$ cat src/rtl/pipe_pkg.sv
// Shared definitions for pipeline boundary registers: FSM state encoding,
// per-boundary widths, control/data field offsets and bubble encodings.
package pipe_pkg;

  typedef enum logic [1:0] {
    ST_EMPTY = 2'd0,
    ST_ONE   = 2'd1,
    ST_TWO   = 2'd2
  } state_e;

  localparam int unsigned ID_EX_CTRL_W = 12;
  localparam int unsigned ID_EX_DATA_W = 72;

  // Control field layout: ALU op in the low nibble, branch kind above it.
  localparam int unsigned CTRL_ALU_LSB = 0;
  localparam int unsigned CTRL_ALU_W   = 4;
  localparam int unsigned CTRL_BR_LSB  = 4;
  localparam int unsigned CTRL_BR_W    = 3;

  // Data field layout: PC occupies the lowest slot.
  localparam int unsigned DATA_PC_LSB  = 0;

  localparam logic [CTRL_ALU_W-1:0] NO_ALU_OP = '0;
  localparam logic [CTRL_BR_W-1:0]  NB        = '0;

  function automatic logic [ID_EX_CTRL_W-1:0] ctrl_bubble();
    logic [ID_EX_CTRL_W-1:0] c;
    c = '0;
    c[CTRL_ALU_LSB +: CTRL_ALU_W] = NO_ALU_OP;
    c[CTRL_BR_LSB +: CTRL_BR_W]   = NB;
    return c;
  endfunction

  localparam logic [ID_EX_CTRL_W-1:0] ID_EX_CTRL_RST = ctrl_bubble();
  localparam logic [ID_EX_DATA_W-1:0] ID_EX_DATA_RST = ID_EX_DATA_W'(1) << DATA_PC_LSB;

endpackage

$ cat src/rtl/pipe_skid_ctrl.sv
// Handshake FSM for a pipeline stage: tracks held beats and issues payload
// load enables; carries no payload itself.
module pipe_skid_ctrl
  import pipe_pkg::*;
#(
  parameter bit SKID = 1'b1
) (
  input  logic       Clk,
  input  logic       Rst,
  input  logic       Pause,
  input  logic       Flush,
  input  logic       in_valid,
  input  logic       out_ready,
  output logic       in_ready,
  output logic       out_valid,
  output logic [1:0] occupancy,
  output logic       load_main_c,
  output logic       load_skid_c,
  output logic       move_skid_c,
  output logic       clr_main_c
);

  state_e state_q, state_d;
  logic   ready_ok;
  logic   in_fire;
  logic   out_fire;

  // Skid mode decides ready from state alone; bypass mode looks at out_ready.
  assign ready_ok  = SKID ? (state_q != ST_TWO) : (!out_valid || out_ready);
  assign in_ready  = Rst && ready_ok && !Pause && !Flush;
  assign out_valid = (state_q != ST_EMPTY);
  assign occupancy = state_q;
  assign in_fire   = in_valid && in_ready;
  assign out_fire  = out_valid && out_ready && !Pause && !Flush;

  always_ff @(posedge Clk or negedge Rst) begin
    if (!Rst) state_q <= ST_EMPTY;
    else      state_q <= state_d;
  end

  always_comb begin
    state_d     = state_q;
    load_main_c = 1'b0;
    load_skid_c = 1'b0;
    move_skid_c = 1'b0;
    clr_main_c  = 1'b0;
    if (Flush) begin
      state_d    = ST_EMPTY;
      clr_main_c = 1'b1;
    end else if (!Pause) begin
      case (state_q)
        ST_EMPTY: begin
          if (in_fire) begin
            load_main_c = 1'b1;
            state_d     = ST_ONE;
          end
        end
        ST_ONE: begin
          if (in_fire && out_fire) begin
            load_main_c = 1'b1;
          end else if (in_fire) begin
            load_skid_c = 1'b1;
            state_d     = ST_TWO;
          end else if (out_fire) begin
            clr_main_c  = 1'b1;
            state_d     = ST_EMPTY;
          end
        end
        ST_TWO: begin
          if (out_fire) begin
            move_skid_c = 1'b1;
            state_d     = ST_ONE;
          end
        end
        default: state_d = ST_EMPTY;
      endcase
    end
  end

endmodule

$ cat src/rtl/pipe_stage_skid.sv
// Parametrised pipeline boundary register with valid/ready handshake, flush
// bubble, global pause and optional two-entry skid buffer.
module pipe_stage_skid
  import pipe_pkg::*;
#(
  parameter int unsigned       CTRL_W   = ID_EX_CTRL_W,
  parameter int unsigned       DATA_W   = ID_EX_DATA_W,
  parameter logic [CTRL_W-1:0] CTRL_RST = CTRL_W'(ID_EX_CTRL_RST),
  parameter logic [DATA_W-1:0] DATA_RST = DATA_W'(ID_EX_DATA_RST),
  parameter bit                SKID     = 1'b1
) (
  input  logic              Clk,
  input  logic              Rst,
  input  logic              Pause,
  input  logic              Flush,
  input  logic              in_valid,
  output logic              in_ready,
  input  logic [CTRL_W-1:0] in_ctrl,
  input  logic [DATA_W-1:0] in_data,
  output logic              out_valid,
  input  logic              out_ready,
  output logic [CTRL_W-1:0] out_ctrl,
  output logic [DATA_W-1:0] out_data,
  output logic [1:0]        occupancy
);

  logic              load_main_c;
  logic              load_skid_c;
  logic              move_skid_c;
  logic              clr_main_c;
  logic [CTRL_W-1:0] main_ctrl_q;
  logic [DATA_W-1:0] main_data_q;
  logic [CTRL_W-1:0] skid_ctrl_q;
  logic [DATA_W-1:0] skid_data_q;

  pipe_skid_ctrl #(
    .SKID (SKID)
  ) u_ctrl (
    .Clk         (Clk),
    .Rst         (Rst),
    .Pause       (Pause),
    .Flush       (Flush),
    .in_valid    (in_valid),
    .out_ready   (out_ready),
    .in_ready    (in_ready),
    .out_valid   (out_valid),
    .occupancy   (occupancy),
    .load_main_c (load_main_c),
    .load_skid_c (load_skid_c),
    .move_skid_c (move_skid_c),
    .clr_main_c  (clr_main_c)
  );

  // Head register: control drops to the bubble value whenever it empties,
  // data keeps its last value.
  always_ff @(posedge Clk or negedge Rst) begin
    if (!Rst) begin
      main_ctrl_q <= CTRL_RST;
      main_data_q <= DATA_RST;
    end else if (clr_main_c) begin
      main_ctrl_q <= CTRL_RST;
    end else if (load_main_c) begin
      main_ctrl_q <= in_ctrl;
      main_data_q <= in_data;
    end else if (move_skid_c) begin
      main_ctrl_q <= skid_ctrl_q;
      main_data_q <= skid_data_q;
    end
  end

  always_ff @(posedge Clk or negedge Rst) begin
    if (!Rst) begin
      skid_ctrl_q <= CTRL_RST;
      skid_data_q <= '0;
    end else if (load_skid_c) begin
      skid_ctrl_q <= in_ctrl;
      skid_data_q <= in_data;
    end
  end

  assign out_ctrl = main_ctrl_q;
  assign out_data = main_data_q;

endmodule

$ cat config.mk
export PLATFORM = sky130hd
export DESIGN_NAME = pipe_stage_skid
export DESIGN_NICKNAME = d
export VERILOG_FILES = /design/src/rtl/pipe_pkg.sv /design/src/rtl/pipe_skid_ctrl.sv /design/src/rtl/pipe_stage_skid.sv
export SDC_FILE = /design/constraint.sdc
export NUM_CORES = 1
export LEC_CHECK = 0
export BUFFER_PORTS_ARGS = -buffer_cell sky130_fd_sc_hd__buf_2
export CORE_ASPECT_RATIO = 0.8
export CORE_MARGIN = 2
export CORE_UTILIZATION = 49
export DETAILED_ROUTE_END_ITERATION = 10
export GPL_ROUTABILITY_DRIVEN = 0
export PLACE_DENSITY = 0.81
export SYNTH_ARGS = -nofsm -noshare
export SYNTH_HDL_FRONTEND = slang
export SYNTH_HIERARCHICAL = 1
export SYNTH_SLANG_ARGS = --single-unit
$ cat constraint.sdc
create_clock -name Clk -period 2.9 [get_ports Clk]
set_clock_uncertainty 0.1 [all_clocks]
set_input_delay 0.58 -clock Clk [delete_from_list [all_inputs] [get_ports Clk]]
set_output_delay 0.58 -clock Clk [all_outputs]
set_load 0.03 [all_outputs]
==> impl_results.md <==
- Outcome: finished clean
- Syn Inst Count: 587
- Kind of cell adding the most delay to the critical path: simple AND/OR/NAND/NOR gates
- Layout Cells excl Fill: 980
- Cts hold-fix bufs: 0
- Crit path max fanout: 84
- DIE AREA: 17300 um^2
- R2r endpoint: out_data[34]
- Antenna-violating nets left: 0
- Routed vias/inst: 5.78
- Routed wire length per instance: 19.2 um
- Unique masters post-synth: 32
- H-tree depth: 4
- Crit-path slowest cell: buf_12
- CP Launch Type: register
- Clock-pin slew on the worst setup and hold paths: 70 ps
- First-pass GRT wire length: 31.1 mm
- Min cycle time layout: 2270 ps
- Pwr dens: 588 nW/um^2
- Hold Slack: 89.6 ps
- Largest area contributor in the synthesized netlist: dfrtp_1
- Final Cycle Share: 78.4%
- Row count: 41
- Clock sink count: 170
- Setup TNS: 0 ps
- Final Net Count: 840
- Sequential fraction of the synthesis area: 53.6%
- CP Launch Point: u_ctrl/occupancy[1]
- Required time of the critical path: 3150 ps
- Clk buf depth: 2
- WL final: 18.8 mm
- DRC Markers: 0
- Setup slack, reg-to-reg: 630 ps
- Post-CTS Setup Inserts: 0
- Initial core utilization: 50.3%
- Root Buffer: clkbuf_16
- Pre-antenna DRT Iters: 4
- Reg-to-reg startpoint: u_ctrl/occupancy[1]
- CTS tree: built
- Crit-path max cell delay: 450 ps
- Endpoints failing setup: 0
- CP Class: reg -> reg
- DRT iter0 DRCs: 299
- Crit path buf inv count: 1
- Total Routing Usage GR: 22.4%
- Initial antenna violation count: 0
- Syn Nets: 677
- RSZ-0062 raised after global routing: false
- Fillers: 1261
- Mean Syn Cell Area: 13.5 um^2
- Worst VDD drop: 384 uV
- Slew margin rel.: 32.6%
- R2r worst-path depth: 5
- PostCTS Resize Cnt: 0
- Achievable Freq: 0.440 GHz
- Fin. Hold Viols: 0
- Synth area leaders: dfrtp_1 53%, o32ai_2 14%, mux2_1 10%
- Max_cap viols: 0
- Die height: 118 um
- Hold crit path type: in -> async
- Cts bufs inserted: 17
- Largest net degree at the start of global routing: 85
- Nature of the critical path endpoint: register
- Core Region: 15800 um^2
- Slew Limit Fails: 0
- GR Overflow Total: 0
- Synth warn: 6
- Port Buffer Count: 177
- Area grow syn2layout: 21.0%
- DIE WIDTH: 146 um
- Worst skew pair latency: 420 ps
- DP Cell Count: 946
- Flops & latches, synth: 170
- Top-area cell type share of the netlist area: 53.2%
- Worst-Margin Slew: 1010 ps
- CP Data Arrival Time: 2530 ps
- Via count: 5669
- Vias in the first global route: 5906
- I/O Pins: 178
- Post-DP HPWL: 11.8 mm
- Layout cell share with drive strength beyond 1: 43.5%
- Ordered cell list for the critical path: nor4_2, nor2b_4, buf_12, o32ai_2, nor2_1
- Netlist Area Pre-Place: 7940 um^2
- P_leak: 4.69 nW
worst max-delay path by stage:
stage | end | slack (ps) | cells past startpoint
after floorplan | out_ctrl[0] | 560 | 6
after global placement | skid_data_q[12] | 380 | 7
after detailed placement | skid_data_q[62] | 380 | 7
after CTS | skid_data_q[65] | 670 | 5
after global routing | skid_data_q[21] | 550 | 5
final | out_data[34] | 630 | 5
stage by stage:
step	instance area (um^2)	power, W	utilization [%]	setup WS (ps)
4_1_cts	9600	0.00569	60.8	671
5_1_grt	9600	0.00587	60.8	550
3_5_place_dp	8990	0.00333	56.9	376
3_3_place_gp	8990	0.00330	56.9	383
6_report	9610	0.00565	60.8	626
2_1_floorplan	7940	0.00306	-	559
layout make-up:
type	instances	area (um^2)	area share, %
multi-input combinational	363	3330	34.6
tap	215	269	2.80
antenna	2	5.00	0.0521
clock inverter	11	141	1.47
sequential	170	4260	44.3
timing repair buffer	195	1130	11.7
clock buffer	21	470	4.90
inverter	3	12.5	0.130
report_power, final:
part,internal [W],total (W),switching (W)
combinational,0.000273,0.000643,0.000370
clock,0.00142,0.00236,0.000935
sequential,0.00253,0.00264,0.000118
cells in the mapped netlist:
cell	n
a211oi_1	1
a21boi_0	1
a21oi_1	1
a21oi_2	1
a41o_1	1
buf_2	14
buf_4	14
buf_6	15
clkbuf_1	8
dfrtp_1	169
dfstp_2	1
inv_1	2
inv_2	1
mux2_1	72
mux2_2	24
mux2i_1	12
nand2_1	2
nand2b_1	4
nand2b_4	1
nor2_1	89
nor2b_1	2
nor3_1	1
nor4_1	1
nor4_2	1
nor4b_1	1
nor4bb_1	1
o22ai_1	72
o31ai_1	1
o32ai_1	2
o32ai_2	70
or2_1	1
or2_2	1
cells by family after synthesis:
| group | Yosys count | share of synthesized area (%) |
|---|---|---|
| buffers and inverters | 54 | 4.85 |
| muxes | 108 | 15.1 |
| DFF | 170 | 53.6 |
| and+or+nand+nor | 105 | 5.64 |
| AOI/OAI and AO/OA | 150 | 20.8 |
sequential cells by signal (all words and copies together), names as in the netlist:
name / flops
out_ctrl: 12
u_ctrl/occupancy: 2
skid_ctrl_q: 12
skid_data_q: 72
out_data: 72
layer usage:
layer / global-route usage, % / vias up / part of all wire (%)
met1: 32.0 / 2916 / 47
li1: - / 2558 / -
met3: 5.58 / 22 / 6.4
met2: 34.0 / 173 / 45
met4: 6.80 / 0 / 1.3
met5: 0 / - / 0
worst register-to-register path: stages, from the launching register on:
cell	delay [ps]
dfrtp_1	440
nor4_2	440
nor2b_4	280
buf_12	450
o32ai_2	350
nor2_1	140
cell usage in the layout, fill, tap and decap left out, types with 2 or more instances in the layout:
cell type | synthesis | routed
mux2_1 | 72 | 72
bufinv_16 | 0 | 3
inv_6 | 0 | 2
o22ai_1 | 72 | 72
clkinv_2 | 0 | 6
nand2_1 | 2 | 2
clkbuf_16 | 0 | 17
nand2b_1 | 4 | 2
dfrtp_1 | 169 | 169
nand2b_4 | 1 | 2
mux2i_1 | 12 | 12
clkbuf_8 | 0 | 3
diode_2 | 0 | 2
buf_12 | 0 | 8
o32ai_2 | 70 | 70
nor2_1 | 89 | 89
mux2_2 | 24 | 24
buf_4 | 14 | 10
o32ai_1 | 2 | 2
buf_2 | 14 | 176
Note: power is estimated with default switching activity, not from simulation.
